--- config.mk ---
export PLATFORM = sky130hd
export DESIGN_NAME = dmem_arbiter_flat
export DESIGN_NICKNAME = d
export VERILOG_FILES = /design/src/rtl/dmem_arb_pkg.sv /design/src/rtl/dmem_arbiter_if.sv /design/src/rtl/dmem_arb_sel.sv /design/src/rtl/dmem_arbiter.sv /design/src/flat_wrapper.sv
export SDC_FILE = /design/constraint.sdc
export NUM_CORES = 1
export LEC_CHECK = 0
export CORE_AREA = 2 2 115 117
export DETAILED_ROUTE_END_ITERATION = 10
export DIE_AREA = 0 0 117 119
export PLACE_DENSITY_LB_ADDON = 0.2
export SYNTH_ARGS = -nofsm -noshare
export SYNTH_HDL_FRONTEND = slang
export SYNTH_SLANG_ARGS = --single-unit
--- constraint.sdc ---
create_clock -name clk -period 1.9 [get_ports clk]
set_input_delay 0.475 -clock clk [delete_from_list [all_inputs] [get_ports clk]]
set_output_delay 0.475 -clock clk [all_outputs]
set_load 0.01 [all_outputs]
--- src/rtl/dmem_arb_pkg.sv ---
// Shared types and grant-selection helper for the two-port data-memory arbiter.
// Port 0 is the CPU load/store port, port 1 the auxiliary (debug/DMA) requester.
package dmem_arb_pkg;

    typedef logic port_t;

    localparam port_t PORT_CPU = 1'b0;
    localparam port_t PORT_AUX = 1'b1;

    // Returns {gnt1, gnt0}. Under contention the previous winner keeps the
    // RAM until it has used up its burst allowance.
    function automatic logic [1:0] grant_f(
        input logic        req0,
        input logic        req1,
        input port_t       last,
        input int unsigned cnt,
        input int unsigned max_burst
    );
        logic [1:0] g;
        port_t      win;
        g   = 2'b00;
        win = (cnt < max_burst) ? last : ~last;
        if (req0 && req1) begin
            g = (win == PORT_AUX) ? 2'b10 : 2'b01;
        end else if (req0) begin
            g = 2'b01;
        end else if (req1) begin
            g = 2'b10;
        end
        return g;
    endfunction

endpackage

--- src/rtl/dmem_arbiter_if.sv ---
// Requester and RAM-side signals of the data-memory arbiter.
// The arbiter uses the slave view; the requesters plus RAM use the master view.
interface dmem_arbiter_if #(
    parameter int ADDR_W = 32,
    parameter int DATA_W = 32
);
    logic              req0;
    logic              req1;
    logic              we0;
    logic              we1;
    logic [ADDR_W-1:0] addr0;
    logic [ADDR_W-1:0] addr1;
    logic [DATA_W-1:0] wdata0;
    logic [DATA_W-1:0] wdata1;
    logic              gnt0;
    logic              gnt1;
    logic              rvalid0;
    logic              rvalid1;
    logic [DATA_W-1:0] rdata0;
    logic [DATA_W-1:0] rdata1;
    logic [ADDR_W-1:0] mem_addr;
    logic [DATA_W-1:0] mem_wdata;
    logic              mem_wen;
    logic              mem_ren;
    logic [DATA_W-1:0] mem_rdata;

    modport slave (
        input  req0, req1, we0, we1, addr0, addr1, wdata0, wdata1, mem_rdata,
        output gnt0, gnt1, rvalid0, rvalid1, rdata0, rdata1,
               mem_addr, mem_wdata, mem_wen, mem_ren
    );

    modport master (
        output req0, req1, we0, we1, addr0, addr1, wdata0, wdata1, mem_rdata,
        input  gnt0, gnt1, rvalid0, rvalid1, rdata0, rdata1,
               mem_addr, mem_wdata, mem_wen, mem_ren
    );
endinterface

--- src/rtl/dmem_arb_sel.sv ---
// Grant selection: holds the last-winner and burst counter, produces the
// combinational grants. Grants are suppressed while reset is asserted.
module dmem_arb_sel
    import dmem_arb_pkg::*;
#(
    parameter int MAX_BURST = 4
) (
    input  logic clk,
    input  logic rst_n,
    input  logic i_req0,
    input  logic i_req1,
    output logic o_gnt0,
    output logic o_gnt1
);

    localparam int CNT_W = $clog2(MAX_BURST + 1);

    port_t            r_last;
    logic [CNT_W-1:0] r_cnt;
    logic [1:0]       w_gnt;
    port_t            w_port;

    always_comb begin
        w_gnt = 2'b00;
        if (rst_n) begin
            w_gnt = grant_f(i_req0, i_req1, r_last, 32'(r_cnt), 32'(MAX_BURST));
        end
        w_port = w_gnt[1] ? PORT_AUX : PORT_CPU;
    end

    assign o_gnt0 = w_gnt[0];
    assign o_gnt1 = w_gnt[1];

    // Counter saturates at MAX_BURST; a change of winner restarts it at 1.
    always_ff @(posedge clk) begin
        if (!rst_n) begin
            r_last <= PORT_CPU;
            r_cnt  <= '0;
        end else if (|w_gnt) begin
            if (w_port == r_last) begin
                if (r_cnt != CNT_W'(MAX_BURST)) begin
                    r_cnt <= r_cnt + CNT_W'(1);
                end
            end else begin
                r_last <= w_port;
                r_cnt  <= CNT_W'(1);
            end
        end
    end

endmodule

--- src/rtl/dmem_arbiter.sv ---
// Two-port arbiter sharing one single-port data RAM between the CPU and an
// auxiliary requester; routes the one-cycle read return back to the issuer.
module dmem_arbiter
    import dmem_arb_pkg::*;
#(
    parameter int ADDR_W    = 32,
    parameter int DATA_W    = 32,
    parameter int MAX_BURST = 4
) (
    input  logic          clk,
    input  logic          rst_n,
    dmem_arbiter_if.slave bus
);

    logic              w_gnt0;
    logic              w_gnt1;
    logic              w_we;
    logic [ADDR_W-1:0] w_addr;
    logic [DATA_W-1:0] w_wdata;
    logic [1:0]        r_rd_pend;

    dmem_arb_sel #(
        .MAX_BURST (MAX_BURST)
    ) u_sel (
        .clk    (clk),
        .rst_n  (rst_n),
        .i_req0 (bus.req0),
        .i_req1 (bus.req1),
        .o_gnt0 (w_gnt0),
        .o_gnt1 (w_gnt1)
    );

    always_comb begin
        w_we    = 1'b0;
        w_addr  = '0;
        w_wdata = '0;
        if (w_gnt0) begin
            w_we    = bus.we0;
            w_addr  = bus.addr0;
            w_wdata = bus.wdata0;
        end else if (w_gnt1) begin
            w_we    = bus.we1;
            w_addr  = bus.addr1;
            w_wdata = bus.wdata1;
        end
    end

    assign bus.gnt0      = w_gnt0;
    assign bus.gnt1      = w_gnt1;
    assign bus.mem_addr  = w_addr;
    assign bus.mem_wdata = w_wdata;
    assign bus.mem_wen   = (w_gnt0 | w_gnt1) & w_we;
    assign bus.mem_ren   = (w_gnt0 | w_gnt1) & ~w_we;

    always_ff @(posedge clk) begin
        if (!rst_n) begin
            r_rd_pend <= '0;
        end else begin
            r_rd_pend <= {w_gnt1 & ~bus.we1, w_gnt0 & ~bus.we0};
        end
    end

    // Gating with rst_n drops a read return that is in flight when reset hits.
    assign bus.rvalid0 = r_rd_pend[0] & rst_n;
    assign bus.rvalid1 = r_rd_pend[1] & rst_n;
    assign bus.rdata0  = bus.mem_rdata;
    assign bus.rdata1  = bus.mem_rdata;

endmodule
--- src/flat_wrapper.sv ---
// flat-port wrapper written by rule: the top's interface ports become plain ports
module dmem_arbiter_flat import dmem_arb_pkg::*;
#(
    parameter int ADDR_W    = 32,
    parameter int DATA_W    = 32,
    parameter int MAX_BURST = 4
)
  (clk, rst_n, bus_req0, bus_req1, bus_we0, bus_we1, bus_addr0, bus_addr1, bus_wdata0, bus_wdata1, bus_mem_rdata, bus_gnt0, bus_gnt1, bus_rvalid0, bus_rvalid1, bus_rdata0, bus_rdata1, bus_mem_addr, bus_mem_wdata, bus_mem_wen, bus_mem_ren);
  dmem_arbiter_if #(.ADDR_W(ADDR_W), .DATA_W(DATA_W)) bus_i ();
  input  logic clk;
  input  logic rst_n;
  input wire logic [$bits(bus_i.req0)-1:0] bus_req0;
  input wire logic [$bits(bus_i.req1)-1:0] bus_req1;
  input wire logic [$bits(bus_i.we0)-1:0] bus_we0;
  input wire logic [$bits(bus_i.we1)-1:0] bus_we1;
  input wire logic [$bits(bus_i.addr0)-1:0] bus_addr0;
  input wire logic [$bits(bus_i.addr1)-1:0] bus_addr1;
  input wire logic [$bits(bus_i.wdata0)-1:0] bus_wdata0;
  input wire logic [$bits(bus_i.wdata1)-1:0] bus_wdata1;
  input wire logic [$bits(bus_i.mem_rdata)-1:0] bus_mem_rdata;
  output wire logic [$bits(bus_i.gnt0)-1:0] bus_gnt0;
  output wire logic [$bits(bus_i.gnt1)-1:0] bus_gnt1;
  output wire logic [$bits(bus_i.rvalid0)-1:0] bus_rvalid0;
  output wire logic [$bits(bus_i.rvalid1)-1:0] bus_rvalid1;
  output wire logic [$bits(bus_i.rdata0)-1:0] bus_rdata0;
  output wire logic [$bits(bus_i.rdata1)-1:0] bus_rdata1;
  output wire logic [$bits(bus_i.mem_addr)-1:0] bus_mem_addr;
  output wire logic [$bits(bus_i.mem_wdata)-1:0] bus_mem_wdata;
  output wire logic [$bits(bus_i.mem_wen)-1:0] bus_mem_wen;
  output wire logic [$bits(bus_i.mem_ren)-1:0] bus_mem_ren;
  assign bus_i.req0 = bus_req0;
  assign bus_i.req1 = bus_req1;
  assign bus_i.we0 = bus_we0;
  assign bus_i.we1 = bus_we1;
  assign bus_i.addr0 = bus_addr0;
  assign bus_i.addr1 = bus_addr1;
  assign bus_i.wdata0 = bus_wdata0;
  assign bus_i.wdata1 = bus_wdata1;
  assign bus_i.mem_rdata = bus_mem_rdata;
  assign bus_gnt0 = bus_i.gnt0;
  assign bus_gnt1 = bus_i.gnt1;
  assign bus_rvalid0 = bus_i.rvalid0;
  assign bus_rvalid1 = bus_i.rvalid1;
  assign bus_rdata0 = bus_i.rdata0;
  assign bus_rdata1 = bus_i.rdata1;
  assign bus_mem_addr = bus_i.mem_addr;
  assign bus_mem_wdata = bus_i.mem_wdata;
  assign bus_mem_wen = bus_i.mem_wen;
  assign bus_mem_ren = bus_i.mem_ren;
  dmem_arbiter #(.ADDR_W(ADDR_W), .DATA_W(DATA_W), .MAX_BURST(MAX_BURST)) u_core (.clk(clk), .rst_n(rst_n), .bus(bus_i));
endmodule
==> impl_metrics.ini <==
[drt]
wl_um = 7560
drtPass1Iterations = 3
routedWlPerCell_um = 14.8
drtIter0Drc = 33
drc = 0
drt-vias-per-instance = 3.88
antenna_left = 0
vias = 1989

[synth]
async_flop_share = 0
yosysSeqAreaShare = 0.0815
yosysMostFrequentCell = buf_4
synth_xor_area_frac = 0.00594
synth_edf_count = 0
synth.distinct_cells = 28
synth_compound_area_frac = 0.434
synthesis.area_um2 = 1470
synth_ff_type = dfxtp_1
syn-mean-instance-area_um2 = 8.05
synth_cells = 183
yosys-top-cells-area = a22o_1, buf_4, dfxtp_1
synth_mux_area_frac = 0.0136
synth_top_family_by_area = compound AO/OA/AOI/OAI gates
yosys.area.top_type_share = 0.380
synth_commonest_cells = buf_4, a22o_1, buf_2, dfxtp_1
synth_fa_ha_area_frac = 0.0170
synth_largest_area_cell = a22o_1
yosys_warnings = 0
synthSimpleGateAreaFrac = 0.0620
synth_seq_cells = 6
syn_nets = 351

[layout]
final_util = 0.255
drive_gt1_frac = 0.315
final_cells = 512
areaGrowthSynthToFinish_pct = 123
nets = 506
antenna_cells = 0

[worst_hold_path]
hold_path.class = reg -> reg
holdPathStages = 2
min_from = u_core.u_sel.r_cnt[1]$_SDFFE_PN0P_
whs_endpoint = u_core.u_sel.r_cnt[1]$_SDFFE_PN0P_

[timing]
period_share = 1.10
hold_slack_ps = 479
slew_viol_final = 0
fin_crit_ps = 2090
setup_slack_ps = -193
rsz0062_at_grt = true
fmax_ghz = 0.478
max_slew.worst_pin.slew_ps = 280
slew_headroom = 0.812
finalSetupViolations = 68
hold_violations = 0
fin_skew_ps = 1.23

[global_routing]
grt_max_degree = 25
track_usage = 0.0929
grt_remaining_overflow = 0
grt_pass1_vias = 2009
antenna_found_initial = 0
grt_pass1_wl_um = 10100

[cts]
htree_levels = 1
cts_max_path_buffers = 2
tritoncts = yes
clk_latency_ps = 220
clk_pin_slew_ps = 30
cts_root_buffer = clkbuf_16
cts.sinks = 6
cts-buffers-inserted = 3

[worst_setup_path]
r2r-start = u_core.u_sel.r_cnt[2]$_SDFFE_PN0P_
rr_endpoint = u_core.r_rd_pend[1]$_SDFF_PN0_
required_ps = 1420
reg2regPathDepth = 6
crit_type = reg -> out
critical_path_arrival_ps = 1620
critPathLaunchType = register
path_max_fanout = 7
end_kind = primary output
r2r_setup_slack_ps = 540

[floorplanning]
fp.dieH_um = 119
start_util = 0.114
ioPinCount = 300
fp.coreArea_um2 = 12900
die-area_um2 = 13900
dieWidth_um = 117
row_count = 42

[placed_design]
routabilityCongestion = 0.695
dp_hpwl_um = 5850
numPlacedInstances = 498
numPortBuffers = 203
place_ws_ps = -916

[run_status]
violations = setup timing
status = finished with violations

[pwr]
ir_worst_vdd_mv = 0.177
power_density_nw_per_um2 = 374
power_leakage_nw = 1.48

[job]
cap_violations = 0
[report_power, final]
| group | leakage (nW) | switching (mW) | internal [mW] |
|---|---|---|---|
| clock | 0.0370 | 0.0651 | 0.270 |
| sequential | 0.0501 | 0.00698 | 0.137 |
| combinational | 1.39 | 0.270 | 0.480 |
| total | 1.48 | 0.342 | 0.887 |
[kinds of logic (layout without fill, tap and decap cells)]
logic type | count (synthesis) | after routing
fa+ha+maj | 2 | 2
xor+xnor | 1 | 1
compound gates | 74 | 74
simple gates | 16 | 16
mux | 2 | 2
flops | 6 | 6
buf+inv | 82 | 235
[final cells by class]
type | instances | area (µm²)
clock buffers | 3 | 75.1
fillers | 1413 | 9590
inverters | 3 | 11.3
multi-input cells | 95 | 812
flip-flops and latches | 6 | 123
well taps | 176 | 220
repair buffers | 229 | 2050
[layout by cell type (no fill, tap or decap), types with 2 or more instances in the layout]
cell	n
nand2_1	3
o21ai_0	3
nor2b_1	2
clkdlybuf4s50_1	130
buf_16	2
and2_1	2
buf_6	9
dlygate4sd2_1	3
buf_8	3
buf_2	64
clkbuf_16	4
buf_4	12
dfxtp_2	2
dfxtp_1	4
ha_1	2
buf_12	3
inv_1	3
nor2_1	3
a22o_1	64
[metal layers]
metal,GRT usage,up-vias,share of wire
met5,0,-,0
met2,0.186,143,0.52
li1,-,933,-
met3,0.0295,27,0.13
met4,0.0316,0,0.028
met1,0.0850,886,0.33
[registers in the layout (all words and copies together), names as in the netlist]
name / cells
u_core.r_rd_pend: 2
u_core.u_sel.r_cnt: 3
u_core.u_sel.r_last: 1
[worst max-delay path by stage]
stage	start	to	slack (ps)	cells past startpoint
after floorplan	u_core.u_sel.r_last$_SDFFE_PN0P_	bus_mem_ren	110	5
after global placement	rst_n	bus_mem_wdata[30]	-920	6
after detailed placement	rst_n	bus_mem_wdata[30]	-920	6
after CTS	u_core.u_sel.r_last$_SDFFE_PN0P_	bus_mem_wdata[0]	-220	7
after global routing	u_core.u_sel.r_cnt[2]$_SDFFE_PN0P_	bus_mem_addr[8]	-250	6
final	u_core.u_sel.r_cnt[2]$_SDFFE_PN0P_	bus_mem_wdata[26]	-190	6
[what timing repair did]
action | in CTS | in global routing
endpoints found under the setup margin | 73 | 70
pin swaps | 10 | 9
cloned | 3 | 1
hold endpoints to repair | 0 | 0
hold buffers | 0 | 0
setup buffers | 10 | 1
resized for setup | 301 | 8
[metrics by stage]
| step | area [µm²] | power (mW) | setup TNS (ps) |
|---|---|---|---|
| floorplan | 1470 | 0.522 | 0 |
| finish | 3290 | 1.23 | -9970 |
| detailed placement | 3340 | 0.936 | -59250 |
| global route | 3290 | 1.31 | -14950 |
| CTS | 3270 | 1.24 | -11770 |
| global placement | 3340 | 0.937 | -59340 |
[worst max-delay path: stages, from the launching register on]
cell and delay, ps:
dfxtp_2 320, xnor2_2 150, o211a_4 300, buf_12 160, clkbuf_16 160, a22o_1 170
buf_2 130
Note: power is estimated with default switching activity, not from simulation.
